**src/rtl/pattern_presenter.sv**
```systemverilog
`default_nettype none
// ============================================================================
//  Module   : pattern_presenter
//  Purpose  : Plays a captured sequence of 4-bit symbols on the LEDs, with a
//             blank gap between symbols. Each phase is timed by an external
//             reconfigurable countdown timer: this block loads the timer's
//             reconfig value, pulses time_in and waits for time_out.
//             Handing back to the game controller is signalled by done.
//  Revision : 1.0  initial release
// ============================================================================
module pattern_presenter #(
  parameter int         SEQ_LEN    = 4,
  parameter logic [3:0] SHOW_TICKS = 4'd9,
  parameter logic [3:0] GAP_TICKS  = 4'd3
) (
  input  logic                   clock,
  input  logic                   rst,
  input  logic                   start,
  input  logic                   abort,
  input  logic [4*SEQ_LEN-1:0]   pattern,
  input  logic                   time_out,
  output logic                   time_in,
  output logic [3:0]             reconfig,
  output logic [3:0]             leds,
  output logic [2:0]             step,
  output logic                   busy,
  output logic                   done
);

  typedef enum logic [2:0] {
    S_IDLE      = 3'd0,
    S_SHOW_REQ  = 3'd1,
    S_SHOW_WAIT = 3'd2,
    S_GAP_REQ   = 3'd3,
    S_GAP_WAIT  = 3'd4,
    S_FINISH    = 3'd5,
    S_DRAIN     = 3'd6
  } state_t;

  localparam logic [2:0] c_last_step = 3'(SEQ_LEN - 1);

  state_t                 state_q,    state_d;
  logic [2:0]             step_q,     step_d;
  logic [4*SEQ_LEN-1:0]   pattern_q,  pattern_d;
  logic                   tmr_busy_q, tmr_busy_d;
  logic                   time_in_q,  time_in_d;
  logic [3:0]             reconfig_q, reconfig_d;
  logic [3:0]             leds_q,     leds_d;
  logic                   busy_q,     busy_d;
  logic                   done_q,     done_d;

  // While idle the first symbol must come straight from the input bus,
  // because the capture register only loads on the same edge.
  logic [4*SEQ_LEN-1:0]   w_sym_src;
  logic [3:0]             w_sym [8];
  logic                   w_abort_hit;

  assign w_sym_src   = (state_q == S_IDLE) ? pattern : pattern_q;
  assign w_abort_hit = abort && (state_q != S_IDLE) && (state_q != S_DRAIN);

  // Symbol table padded to 8 entries so a 3-bit step always indexes in range.
  generate
    for (genvar gi = 0; gi < 8; gi++) begin : g_sym
      if (gi < SEQ_LEN) begin : g_used
        assign w_sym[gi] = w_sym_src[4*gi +: 4];
      end else begin : g_unused
        assign w_sym[gi] = 4'd0;
      end
    end
  endgenerate

  // Next-state logic plus next values of every registered output.
  always_comb begin
    state_d    = state_q;
    step_d     = step_q;
    pattern_d  = pattern_q;
    tmr_busy_d = tmr_busy_q;

    case (state_q)
      S_IDLE: begin
        if (start) begin
          pattern_d = pattern;
          step_d    = 3'd0;
          state_d   = S_SHOW_REQ;
        end
      end
      S_SHOW_REQ: state_d = S_SHOW_WAIT;
      S_SHOW_WAIT: begin
        if (time_out) begin
          tmr_busy_d = 1'b0;
          state_d    = S_GAP_REQ;
        end
      end
      S_GAP_REQ: state_d = S_GAP_WAIT;
      S_GAP_WAIT: begin
        if (time_out) begin
          tmr_busy_d = 1'b0;
          if (step_q == c_last_step) begin
            state_d = S_FINISH;
          end else begin
            step_d  = step_q + 3'd1;
            state_d = S_SHOW_REQ;
          end
        end
      end
      S_FINISH: state_d = S_IDLE;
      S_DRAIN: begin
        if (time_out) begin
          tmr_busy_d = 1'b0;
          state_d    = S_IDLE;
        end
      end
      default: state_d = S_IDLE;
    endcase

    // Abort overrides the normal flow. A timer run still outstanding after
    // this cycle (tmr_busy_d) must be drained before a new start is allowed;
    // a time_out arriving together with abort has already cleared it.
    if (w_abort_hit) begin
      step_d  = step_q;
      state_d = tmr_busy_d ? S_DRAIN : S_IDLE;
    end

    // A request cycle launches the timer, so it counts as outstanding from
    // the request cycle itself (an abort during the request must drain).
    if ((state_d == S_SHOW_REQ) || (state_d == S_GAP_REQ)) begin
      tmr_busy_d = 1'b1;
    end

    time_in_d  = (state_d == S_SHOW_REQ) || (state_d == S_GAP_REQ);
    reconfig_d = reconfig_q;
    if (state_d == S_SHOW_REQ) begin
      reconfig_d = SHOW_TICKS;
    end else if (state_d == S_GAP_REQ) begin
      reconfig_d = GAP_TICKS;
    end

    case (state_d)
      S_SHOW_REQ:  leds_d = w_sym[step_d];
      S_SHOW_WAIT: leds_d = leds_q;
      default:     leds_d = 4'd0;
    endcase

    busy_d = (state_d != S_IDLE);
    done_d = (state_d == S_FINISH);
  end

  // State and registered-output update with synchronous reset.
  always_ff @(posedge clock) begin
    if (rst) begin
      state_q    <= S_IDLE;
      step_q     <= 3'd0;
      pattern_q  <= '0;
      tmr_busy_q <= 1'b0;
      time_in_q  <= 1'b0;
      reconfig_q <= 4'd0;
      leds_q     <= 4'd0;
      busy_q     <= 1'b0;
      done_q     <= 1'b0;
    end else begin
      state_q    <= state_d;
      step_q     <= step_d;
      pattern_q  <= pattern_d;
      tmr_busy_q <= tmr_busy_d;
      time_in_q  <= time_in_d;
      reconfig_q <= reconfig_d;
      leds_q     <= leds_d;
      busy_q     <= busy_d;
      done_q     <= done_d;
    end
  end

  assign time_in  = time_in_q;
  assign reconfig = reconfig_q;
  assign leds     = leds_q;
  assign step     = step_q;
  assign busy     = busy_q;
  assign done     = done_q;

endmodule
`default_nettype wire

```
**config.mk**
```make
export PLATFORM = sky130hd
export DESIGN_NAME = pattern_presenter
export DESIGN_NICKNAME = d
export VERILOG_FILES = /design/src/rtl/pattern_presenter.sv
export SDC_FILE = /design/constraint.sdc
export NUM_CORES = 1
export LEC_CHECK = 0
export CORE_MARGIN = 10
export CORE_UTILIZATION = 55
export CTS_CLUSTER_SIZE = 28
export DETAILED_ROUTE_END_ITERATION = 7
export GPL_TIMING_DRIVEN = 0
export PLACE_DENSITY = 0.88
export SYNTH_ARGS = -nofsm -noshare
export SYNTH_HDL_FRONTEND = slang
export SYNTH_SLANG_ARGS = --single-unit
```
**constraint.sdc**
```tcl
create_clock -name clock -period 4.56 [get_ports clock]
set_input_delay 0.912 -clock clock [delete_from_list [all_inputs] [get_ports clock]]
set_output_delay 0.912 -clock clock [all_outputs]
set_load 0.1 [all_outputs]
```
After elaboration in Yosys (flattened, before gate mapping)
Index checks and enable logic that the tools add are counted.
{"block": "op_classes", "mux": 23, "addsub": 1, "n_shift": 0, "multipliers": 0, "n_bitwise": 1, "n_reduce_logical": 10, "n_eq_ne": 11, "order_cmp": 1, "n_div": 0}
{"op": "3-bit two-way mux", "count": 11}
{"op": "3-bit case mux with 6 select lines", "count": 1}
{"op": "16-bit two-way mux", "count": 1}
{"op": "4-bit two-way mux", "count": 4}
{"op": "3-bit by 2-bit equality test with 1-bit output (second input constant)", "count": 5}
{"op": "4-bit binary-select mux with 3-bit select", "count": 1}
{"op": "3-bit equality test (second input constant)", "count": 3}
{"op": "4-bit case mux with 2 select lines", "count": 1}
{"op": "3-bit by 1-bit equality test with 1-bit output (second input constant)", "count": 2}
{"op": "3-bit case mux with 2 select lines", "count": 1}
{"op": "3-bit nonzero test", "count": 2}
{"op": "4-bit >= comparator (second input constant)", "count": 1}
{"op": "3-bit NOT with 4-bit output", "count": 1}
{"op": "3-bit by 1-bit adder with 3-bit output (second input constant)", "count": 1}
{"op": "3-bit zero test", "count": 1}
{"op": "1-bit two-way mux", "count": 3}
{"op": "3-bit != test (second input constant)", "count": 1}
{"op": "3-bit OR reduction", "count": 1}
{"op": "1-bit logical AND", "count": 2}
{"op": "2-bit AND reduction", "count": 1}
{"op": "2-bit nonzero test", "count": 1}
{"op": "2-bit OR reduction", "count": 1}
{"op": "1-bit logical OR", "count": 1}
{"block": "totals", "ramBits": 0, "romBits": 0, "register_bits": 33, "in_bits": 21, "out_inout_bits": 14, "latchBits": 0, "n_memories": 0}

Longest topological paths before layout
{"block": "logic_depth", "depth_word": 10, "ltp_mapped": 8, "ltp_nobuf": 7}

Worst setup path after synthesis
No wires, ideal clock.
{"block": "synth_timing", "path_type": "reg-to-reg", "start": "register step_q[1] (netlist: step[1])", "end": "register leds_q[0] (netlist: leds[0])", "t_arrival_ps": 2556, "period_less_slack_ps": 2674, "path_buffers": 0, "path_stages_with_launch": 8, "setup_time_ps": 117, "slack_ps": 1886, "t_required_ps": 4443, "path_cell_list": "dfxtp_1 ha_1 nor2b_1 o41ai_4 a2bb2oi_4 mux4_1 a22oi_1 nand2_1"}
{"block": "synth_via", "elab_chain_cells": 10, "elab_cells_between_ends": 18, "cone_classes": "1 x add/sub; 3 x eq/ne; 13 x mux; 1 x bitwise"}
{"item": "start, declared", "line": "43", "text": "logic [2:0] step_q, step_d;"}
{"item": "start signal, assigned", "line": "162", "text": "step_q <= step_d;"}
{"item": "3-bit by 1-bit adder with 3-bit output / 3-bit by 2-bit equality test with 1-bit output (equally long branches)", "line": "101, 98"}
{"item": "3-bit two-way mux", "line": "98", "text": "if (step_q == c_last_step) begin"}
{"item": "3-bit two-way mux", "line": "96", "text": "if (time_out) begin"}
{"item": "3-bit case mux with 2 select lines", "line": "79", "text": "case (state_q)"}
{"item": "3-bit two-way mux", "line": "119", "text": "if (w_abort_hit) begin"}
{"item": "3-bit NOT with 4-bit output (not written as such)", "line": "139", "text": "S_SHOW_REQ: leds_d = w_sym[step_d];"}
{"item": "4-bit binary-select mux with 3-bit select", "line": "139"}
{"item": "4-bit two-way mux (not written as such) (2 in series)", "line": "139"}
{"item": "4-bit case mux with 2 select lines", "line": "138", "text": "case (state_d)"}
{"item": "end signal, assigned", "line": "167", "text": "leds_q <= leds_d;"}
{"item": "end, declared", "line": "48", "text": "logic [3:0] leds_q, leds_d;"}
Several ways; a longest one is shown, not always the timed one. The select of a mux whose other input is x is not followed.
A chain may end at the register's enable or synchronous reset.

Worst setup path after layout
{"block": "layout_timing", "start": "register step_q[1] (netlist: step[1])", "end": "output step[1]"}
{"item": "end, declared", "line": "25", "text": "output logic [2:0] step,"}
No word-level cell between the ends.

==> results summary <==
The core outline area is 0.003028 mm^2. The placement-stage cell area came out at around 0.0021 mm^2. The most used flip-flop cell after synthesis is sky130_fd_sc_hd__dfxtp_1. The layout cell share with drive strength beyond 1 came out at 0.1179. In the routed design, unresolved DRC markers number 0. Entering global routing, the biggest net connects 11 pins. The final setup violation count came out at 0. The final total negative setup slack is 0 ns. The worst clock skew came out at about 0.0047 ns. Summing over every cut layer, the via total after detailed routing is about 1500. The routed design could run at a clock period as short as 2.830 ns. The width of the chip is roughly 76 um.

The number of placed instances with taps included is ~270. The number of hold buffers added after CTS is 0. Across the VDD grid, the largest voltage drop is 0.1916 mV. The final-report hold violation count came out at 0.

For the worst-skew pair, the clock arrives at the later sink with an insertion delay of about 0.35 ns. The longest individual stage delay on the worst path is roughly 1.2 ns. In this run the static leakage power is slightly below 0.9 nW. The height of the die is roughly 76 um.

In the synthesized netlist the async set-or-reset flop fraction comes to 0. The first detailed-routing pass ran for 4 iterations. Walking the worst path, the cells encountered are clkdlybuf4s50_1.

The number of storage elements in the synthesis netlist is 33. Leaving out filler cells and counting taps, the final layout contains roughly 270. The worst slew margin relative to its limit came out at 0.3452.

The synthesis-to-layout area growth came out at 25.09%. The final design utilization came out at 0.7169. The number of pins with negative max-slew slack in the final report came out at 0. The top fanout value on the critical path is 3. The number of nets in the synthesized netlist is 212. The per-cell routed wire length is 15.91 um.

The congestion estimate from routability-driven global placement came to ~0.87. The maximum clock frequency is ~0.35 GHz. The cell area that synthesis handed to floorplanning was about 0.0017 mm^2.

The worst endpoint required time is approximately 3.7 ns. The worst setup path is captured at an output pin. By startpoint and endpoint, the worst setup path is classified as reg2out. The actual slew at the worst max-slew pin is 0.9792 ns. TritonCTS built the clock tree. The synthesized area divided by synthesized cell count is between 9 and 10 um^2.

The global-route wire length before repair came out at ~7200 um. The synthesized instance count is 190. The number of buffers and inverters on the critical path is 1. The post-CTS setup-driven buffer insertion count is 0.

The effective utilization at floorplan came out at 0.5731. The buffer depth of the longest clock path came out at 2. The slowest stage of the critical path belongs to the cell sky130_fd_sc_hd__clkdlybuf4s50_1. The clock slew seen by the registers of the worst setup and hold paths is roughly 0.10 ns. On the critical path the largest part of the delay comes from buffers and inverters.

Dividing the detail-routed via count by the number of cells gives approximately 5.6. The number of instances resized during post-cts repair came out at 0. sky130_fd_sc_hd__dfxtp_1 takes more of the synthesized area than any other cell. The final design instance area without fill is roughly 0.0022 mm^2. The number of CTS-inserted buffers came out at 5. The root buffer selected by CTS is sky130_fd_sc_hd__clkbuf_4.

The count of nets left with antenna violations after detail routing is 0. The post-layout net count is 250. The die area came out at 0.005802 mm^2. 0 antenna diodes ended up in the layout.

The final routed wirelength across all metal layers came out at 4344 um. The run finished with clean final reports. The total clock sinks came out at 33. The share of the Yosys chip area taken by registers is 0.3807. The number of DRC violations after detailed-routing iteration 0 came out at between 100 and 150. The number of top-level pins is 35.

Ranked by total cell area, the synthesized netlist is headed by sky130_fd_sc_hd__dfxtp_1, sky130_fd_sc_hd__nand2_1, sky130_fd_sc_hd__mux2i_1. Setup slack closes at roughly 1.7 ns. Counting flops with a built-in enable in the synthesized netlist gives 0. In this run the number of H-tree levels came out at 2. The final period utilization came out at 0.6207.

The via count of the first global-routing pass came to approximately 1500. The power density normalized to cell area came out at around 340 mW/mm^2. The worst setup slack before clock tree synthesis came out at ~1.4 ns. The data arrival time of the critical path came out at between 1.5 and 2 ns. Across every metal layer, demand over resource in global routing totals 0.1508.

The path class of the tightest hold or removal check is reg2reg. The count of standard-cell rows came out at 20. The unique cell type count in the Yosys netlist came out at 44. The number of antenna violations at the first check in global routing came out at 0. The proportion of netlist area held by the largest area contributor came out at 0.3807. Setup repair after global routing left no endpoint under its margin.

The HPWL after detailed placement is between 3000 and 4000 um. The filler cells instantiated in the layout total 240. The number of warnings issued by yosys is 0.

Port buffering added 31 buffers. The residual overflow from global routing is 0. The reported max-cap violation count is 0. The worst setup path is launched from a flop.
[cells in the mapped netlist (all sizes together) (2+ instances only)]
| library cell | n |
|---|---|
| a31oi | 3 |
| mux2i | 15 |
| nor2 | 11 |
| o21ai | 2 |
| nand2 | 46 |
| nor3 | 2 |
| nand3 | 2 |
| inv | 6 |
| mux4 | 4 |
| a211o | 3 |
| buf | 6 |
| clkbuf | 6 |
| dfxtp | 33 |
| a21oi | 17 |
| a22oi | 4 |
| or2 | 2 |
| a21boi | 2 |
| and2 | 4 |
[cells by family after synthesis]
kind of cell / count (synthesis) / synth area share
buffers and inverters: 18 / 0.05479
and+or+nand+nor: 75 / 0.2077
adders and majority gates: 1 / 0.007209
muxes: 19 / 0.1471
DFF: 33 / 0.3807
xor gates and xnor gates: 2 / 0.01442
other: 1 / 0.002161
AOI/OAI and AO/OA: 41 / 0.1860
[per-stage QoR]
stage	hold slack, ns	power, mW
finish	0.4443	0.7414
global placement	0.4293	0.5463
detailed placement	0.4326	0.5528
global route	0.4866	0.7734
CTS	0.4473	0.7442
floorplan	0.4317	0.4925
[where the power goes]
part	total (mW)	switching (mW)	leakage, nW	internal (mW)
Combinational	0.228	0.144	0.575	0.0839
Sequential	0.321	0.0110	0.270	0.310
Clock	0.193	0.104	0.0413	0.0892
[layer usage]
layer / share of wire / global-route usage
met2: 0.49 / 0.2449
met4: 0.030 / 0.08550
met1: 0.43 / 0.1687
met5: 0 / 0
met3: 0.050 / 0.05071
[cell type report]
class	instances	area, um^2	share of cell area
Multi-Input combinational cell	139	979.7	0.4513
Timing Repair Buffer	31	310.3	0.1429
Sequential cell	33	660.6	0.3043
Inverter	6	22.52	0.01037
Clock buffer	7	65.06	0.02997
Tap cell	44	55.05	0.02536
Buffer	12	72.57	0.03343
Clock inverter	1	5.005	0.002305
[sequential cells by signal, indices dropped and copies added, names as in the netlist]
name	count
pattern_q	16
leds	4
reconfig	3
state_q	3
step	3
busy	1
done	1
time_in	1
tmr_busy_q	1
[worst paths after layout]
kind | from | endpoint | slack [ns] | depth (start not counted)
worst max-delay path | step[1] | step[1] | 1.73 | 1
worst min-delay path | leds[1] | leds[1] | 0.44 | 2
worst max register to register | state_q[0] | leds[1] | 2.16 | 7
worst min register to register | leds[1] | leds[1] | 0.44 | 2
[layout by cell type, fill, tap and decap left out, types with 2 or more instances in the layout]
cell / count
sky130_fd_sc_hd__clkbuf_8: 2
sky130_fd_sc_hd__a211o_1: 2
sky130_fd_sc_hd__clkdlybuf4s50_1: 31
sky130_fd_sc_hd__a31oi_1: 3
sky130_fd_sc_hd__nor2_1: 11
sky130_fd_sc_hd__clkbuf_4: 5
sky130_fd_sc_hd__o21ai_0: 2
sky130_fd_sc_hd__buf_4: 3
sky130_fd_sc_hd__buf_6: 2
sky130_fd_sc_hd__inv_1: 6
sky130_fd_sc_hd__or2_2: 2
sky130_fd_sc_hd__mux4_1: 4
sky130_fd_sc_hd__and2_1: 4
sky130_fd_sc_hd__dfxtp_1: 33
sky130_fd_sc_hd__nand3_1: 2
sky130_fd_sc_hd__nor3_2: 2
sky130_fd_sc_hd__a21oi_1: 17
sky130_fd_sc_hd__a21boi_0: 2
sky130_fd_sc_hd__mux2i_1: 15
sky130_fd_sc_hd__nand2_1: 45
sky130_fd_sc_hd__a22oi_1: 4
sky130_fd_sc_hd__clkbuf_1: 6
No activity file was read; power rests on OpenSTA's default activity.
==> RTL change 1: new RTL, config.mk and constraints unchanged <==
Add an input register stage for `start`, `abort`, `pattern` and `time_out`; this delays them by one clock. Comments in the files are not updated.
--- a/src/rtl/pattern_presenter.sv
+++ b/src/rtl/pattern_presenter.sv
@@ -40,4 +40,16 @@
   localparam logic [2:0] c_last_step = 3'(SEQ_LEN - 1);
 
+  logic start_q;
+  logic abort_q;
+  logic [4*SEQ_LEN-1:0] pattern_r;
+  logic time_out_q;
+
+  always_ff @(posedge clock) begin
+    start_q    <= start;
+    abort_q    <= abort;
+    pattern_r  <= pattern;
+    time_out_q <= time_out;
+  end
+
   state_t                 state_q,    state_d;
   logic [2:0]             step_q,     step_d;
@@ -56,6 +68,6 @@
   logic                   w_abort_hit;
 
-  assign w_sym_src   = (state_q == S_IDLE) ? pattern : pattern_q;
-  assign w_abort_hit = abort && (state_q != S_IDLE) && (state_q != S_DRAIN);
+  assign w_sym_src   = (state_q == S_IDLE) ? pattern_r : pattern_q;
+  assign w_abort_hit = abort_q && (state_q != S_IDLE) && (state_q != S_DRAIN);
 
   // Symbol table padded to 8 entries so a 3-bit step always indexes in range.
@@ -79,6 +91,6 @@
     case (state_q)
       S_IDLE: begin
-        if (start) begin
-          pattern_d = pattern;
+        if (start_q) begin
+          pattern_d = pattern_r;
           step_d    = 3'd0;
           state_d   = S_SHOW_REQ;
@@ -87,5 +99,5 @@
       S_SHOW_REQ: state_d = S_SHOW_WAIT;
       S_SHOW_WAIT: begin
-        if (time_out) begin
+        if (time_out_q) begin
           tmr_busy_d = 1'b0;
           state_d    = S_GAP_REQ;
@@ -94,5 +106,5 @@
       S_GAP_REQ: state_d = S_GAP_WAIT;
       S_GAP_WAIT: begin
-        if (time_out) begin
+        if (time_out_q) begin
           tmr_busy_d = 1'b0;
           if (step_q == c_last_step) begin
@@ -106,5 +118,5 @@
       S_FINISH: state_d = S_IDLE;
       S_DRAIN: begin
-        if (time_out) begin
+        if (time_out_q) begin
           tmr_busy_d = 1'b0;
           state_d    = S_IDLE;
Check against the original RTL: not equivalent (a bounded check fails within 4 cycles, from zero or initial values and one cycle with rst high).
==> RTL change 1 against the unedited design <==
  * Critical path depth did not move
  * Area after synthesis is 24% higher
  * Worst setup slack better by 0.045 ns
  * Global-route usage down 0.67 points
  * Sequential power grew 56%
  * Sequential cell count up 19
  * Routed wire length increased by 5.3%
  * Core utilization fell by 0.65 points
  * Cell area grew 22%
  * Largest cell class is now flip-flops and latches
  * Total power increased by 32%
  * Clock power increased by 36%
==> RTL change 1: results (changes against the unedited design) <==
[run_status]
outcome = complete, no violations

[power]
p_int_mw = 0.671  ; +39%
p_leak_nw = 1.06  ; +20%
peakVddDrop_mv = 0.250  ; +31%
p_sw_share_pct = 31.7  ; -3.2 points
p_comb_share_pct = 22.2  ; -8.5 points
seqPwrFrac_pct = 51.0  ; +7.8 points

[grt]
grt_pass1_wl_um = 7680  ; +6.9%
grt_max_degree = 18  ; +7
grtUsageTotal_pct = 14.4  ; -0.67 points

[synthesis]
synth.yosys.seq_area_share_pct = 48.3  ; +10 points
synthXorXnorAreaFrac_pct = 0.406  ; -1.0 points
synth_area_leaders = dfxtp_1 48%, mux2i_1 9.7%, nand2_1 7.1%, a21oi_1 5.1%, o211ai_1 2.8%
synth_nets = 256  ; +21%
synth_cells = 234  ; +23%
yosysTopAreaCell = dfxtp_1
synth_fa_ha_area_share_pct = 0.580  ; -0.14 points
synthTopCellsByCount = 52 x dfxtp_1, 41 x nand2_1, 22 x a21oi_1, 21 x mux2i_1
synth.area.mux_share_pct = 10.8  ; -3.9 points
synth_compound_area_share_pct = 15.8  ; -2.8 points

[placement]
place_area_sq_um = 2550  ; +21%
post-dp-hpwl_um = 3400  ; +4.6%
dp.cells = 315  ; +19%
gp_congestion = 0.902  ; +3.1%
port_buffers = 33  ; +6.5%
pre_cts_ws_ns = 1.58  ; +0.159 ns

[clock_tree]
cts-resized-gates = 0  ; unchanged
clock_latency_ns = 0.31  ; -0.04 ns
cts-root-buf = clkbuf_8

[critical_path]
worst-endpoint-arrival_ns = 1.87  ; -0.05 ns
reg2reg_from = state_q[2]$_SDFF_PP0_
startpoint = step[1]$_SDFF_PP0_
slowest_stage = clkdlybuf4s50_1
ff2ff_setup_slack_ns = 2.29  ; +0.13 ns
reg2reg_to = pattern_q[11]$_SDFFE_PP0P_
worstSetupEndpoint = step[1]
cp_top_family = buffers and inverters
path_max_fanout = 4  ; +1
rr_worst_depth = 6  ; -1

[final_layout]
drive_gt1_share_pct = 8.73  ; -3.1 points
fill_cells = 303  ; +26%
layout.nets = 296  ; +18%
finalNonFillerCells = 323  ; +18%

[sta]
holdWs_ns = 0.458  ; +0.0142 ns
slew_headroom_pct = 34.9  ; +0.43 points
skew_ns = 0.00286  ; -0.00186 ns
finalCritPeriodShare_pct = 61.1  ; -0.99 points

[worst_hold_path]
min_path_type = flop to flop
hold_end = pattern_q[14]$_SDFFE_PP0P_
hold_start = pattern_q[14]$_SDFFE_PP0P_

[routing]
vias = 1768  ; +15%
wl_um = 4580  ; +5.3%
firstDrtPassIters = 4  ; unchanged
drt-initial-drc-count = 141  ; +29%

-- RTL change 1: routing by layer --
layer  share of wire (%)  wire length, um  up-vias  GRT usage, %
li1                    -                -      895             -
met2                  46             2120       45          23.2
met4                 2.2              102        0          7.02
met5                   0                0        -             0
met1                  45             2070      818          16.7
met3                 6.2              283       10          5.08
-- RTL change 1: layout make-up --
| class | count | area (sq um) | share of cell area, % |
|---|---|---|---|
| Sequential cell | 52 | 1040 | 39.4 |
| Multi-Input combinational cell | 157 | 1000 | 38.0 |
| Timing Repair Buffer | 33 | 330 | 12.5 |
| Buffer | 15 | 75.1 | 2.84 |
| Clock buffer | 5 | 68.8 | 2.61 |
| Tap cell | 48 | 60.1 | 2.27 |
| Inverter | 10 | 37.5 | 1.42 |
| Clock inverter | 3 | 23.8 | 0.900 |
==> RTL change 2: new RTL, config.mk and constraints unchanged <==
Without the edit above. The parameter `SEQ_LEN` goes from 4 to 2.
--- a/src/rtl/pattern_presenter.sv
+++ b/src/rtl/pattern_presenter.sv
@@ -10,5 +10,5 @@
 // ============================================================================
 module pattern_presenter #(
-  parameter int         SEQ_LEN    = 4,
+  parameter int         SEQ_LEN    = 2,
   parameter logic [3:0] SHOW_TICKS = 4'd9,
   parameter logic [3:0] GAP_TICKS  = 4'd3
Ports: changed (resized pattern); port bits go from 35 to 27. The function was not compared with the original's and may differ.
==> RTL change 2 against the unedited design <==
  * Final cell count is 30% lower
  * Routed wire length fell by 22%
  * Maximum frequency down 1.7%
  * Die area down 18%
  * Cell area fell by 25%
  * Non-clock buffer count decreased by 12
  * Global-route usage increased by 0.23 points
  * Critical endpoint is now step[2]
  * Sequential cell count fell by 8
  * Total power fell by 33%
  * Area after synthesis is 24% lower
  * Critical path type unchanged
  * Synthesized cell count is 29% lower
  * Worst setup slack got worse by 0.050 ns
  * Sequential power fell by 25%
==> RTL change 2: results (changes against the unedited design) <==
[routing]
firstDrtPassIters = 4  ; unchanged
wl_um = 3390  ; -22%
drt-initial-drc-count = 44  ; -60%
viasPerCell = 5.86  ; +4.0%

[grt]
grtUsageTotal_pct = 15.3  ; +0.23 points
grt_pass1_wl_um = 5570  ; -22%
grt_max_degree = 14  ; +3
grt_antenna_before_repair = 0  ; unchanged
grt_pass1_vias = 1193  ; -21%

[placement]
post-dp-hpwl_um = 2670  ; -18%
pre_cts_ws_ns = 1.55  ; +0.125 ns
gp_congestion = 0.851  ; -2.7%
port_buffers = 25  ; -19%

[sta]
skew_ns = 0.00285  ; -0.00187 ns
finalSetupTns_ns = 0  ; unchanged
worstMarginPinSlew_ns = 0.980  ; +0.000358 ns

[synthesis]
synthArstFlopShare_pct = 0  ; unchanged
yosysUniqueCellTypes = 45  ; +2.3%
synth.yosys.seq_area_share_pct = 38.1  ; about the same
yosys_warnings = 0  ; unchanged
synth_nets = 149  ; -30%
synth_area_leaders = dfxtp_1 38%, mux4_2 6.9%, nand2_1 5.7%, a21oi_1 4.9%, nor3b_4 2.9%
synth_edf_count = 0  ; unchanged
synth_flop_cell = dfxtp_1
synthTopCellsByCount = 25 x dfxtp_1, 20 x nand2_1, 13 x a21oi_1, 7 x inv_1, 6 x nor2_1

[clock_tree]
cts-root-buf = clkbuf_4
cts_setup_buffers = 0  ; unchanged
ctsHtreeMaxLevel = 1  ; -1
cts_buffers = 3  ; -2
clock_latency_ns = 0.32  ; -0.03 ns
cts-resized-gates = 0  ; unchanged
clockBufferDepth = 2  ; unchanged
clkTransAtPathRegs_ns = 0.13  ; +0.03 ns

[final_layout]
n_antenna_cell = 0  ; unchanged
layout.nets = 179  ; -28%
largest_register_ffs = 8  ; -8
regMostFlops = pattern_q
drive_gt1_share_pct = 14.7  ; +2.9 points

[critical_path]
path_max_fanout = 5  ; +2
slowest_stage = clkdlybuf4s50_1
worst-endpoint-arrival_ns = 1.97  ; +0.05 ns
cpPeakStageDelay_ns = 1.18  ; +0.02 ns
cp_top_family = buffers and inverters

[power]
peakVddDrop_mv = 0.343  ; +79%
p_leak_nw = 0.615  ; -31%

[worst_hold_path]
min_path_type = flop to flop

[run_status]
outcome = complete, no violations

[RTL change 2: changes by cell type in the layout (fill, tap and decap cells not counted), sizes merged, moves of 4 or more]
cell	unedited run	this run
nand2	46	20
mux2i	15	0
dfxtp	33	25
clkbuf	13	6
clkdlybuf4s50	31	25
nor2	11	6
a22o	0	4
a22oi	4	0
[RTL change 2: power breakdown]
| group | internal, mW | leakage, nW | switching, mW | total [mW] |
|---|---|---|---|---|
| Clock | 0.0343 | 0.0150 | 0.0668 | 0.101 |
| Sequential | 0.233 | 0.205 | 0.00764 | 0.240 |
| Combinational | 0.0538 | 0.395 | 0.104 | 0.158 |
[RTL change 2: final timing paths]
kind / end / slack, ns / depth (start not counted) / from
max reg2reg: leds[0]$_SDFFE_PP0P_ / 2.51 / 7 / step[1]$_SDFF_PP0_
min reg2reg: reconfig[1]$_SDFFE_PP0P_ / 0.46 / 2 / reconfig[1]$_SDFFE_PP0P_
max: step[2] / 1.68 / 1 / step[2]$_SDFF_PP0_
min: reconfig[1]$_SDFFE_PP0P_ / 0.46 / 2 / reconfig[1]$_SDFFE_PP0P_
[RTL change 2: layout make-up]
| class | count | area, sq um |
|---|---|---|
| buffer | 6 | 45.0 |
| inverter | 7 | 26.3 |
| clock buffer | 4 | 26.3 |
| fill | 180 | 628 |
| multi-input combinational | 96 | 743 |
| timing repair buffer | 25 | 250 |
| tap | 28 | 35.0 |
| sequential | 25 | 500 |
[RTL change 2: cell families (layout without fill, tap and decap cells)]
family,count (synthesis),count (layout),synth area share (%)
buf+inv,13,42,5.42
fa+ha+maj,2,2,1.90
compound gates,35,35,21.2
mux,4,4,6.85
simple gates,52,52,24.9
other cells,1,1,0.285
flops,25,25,38.1
xor+xnor,2,2,1.33
[RTL change 2: worst min-delay path, delay by kind of cell (launching register included)]
kind,cells,cell delay (ns)
simple gates,1,0.05
compound gates,1,0.05
flops,1,0.33
[RTL change 2: layer usage]
metal | GRT usage [%] | vias to the layer above | routed length (um)
met2 | 25.7 | 45 | 1760
li1 | - | 542 | -
met5 | 0 | - | 0
met4 | 5.67 | 0 | 27
met1 | 17.6 | 529 | 1320
met3 | 5.31 | 4 | 278
[RTL change 2: through the flow]
step / instance area (sq um) / std cells
6_report: 1630 / 191
5_1_grt: 1630 / 191
4_1_cts: 1630 / 191
3_5_place_dp: 1600 / 187
3_3_place_gp: 1600 / 187
2_1_floorplan: 1320 / 134
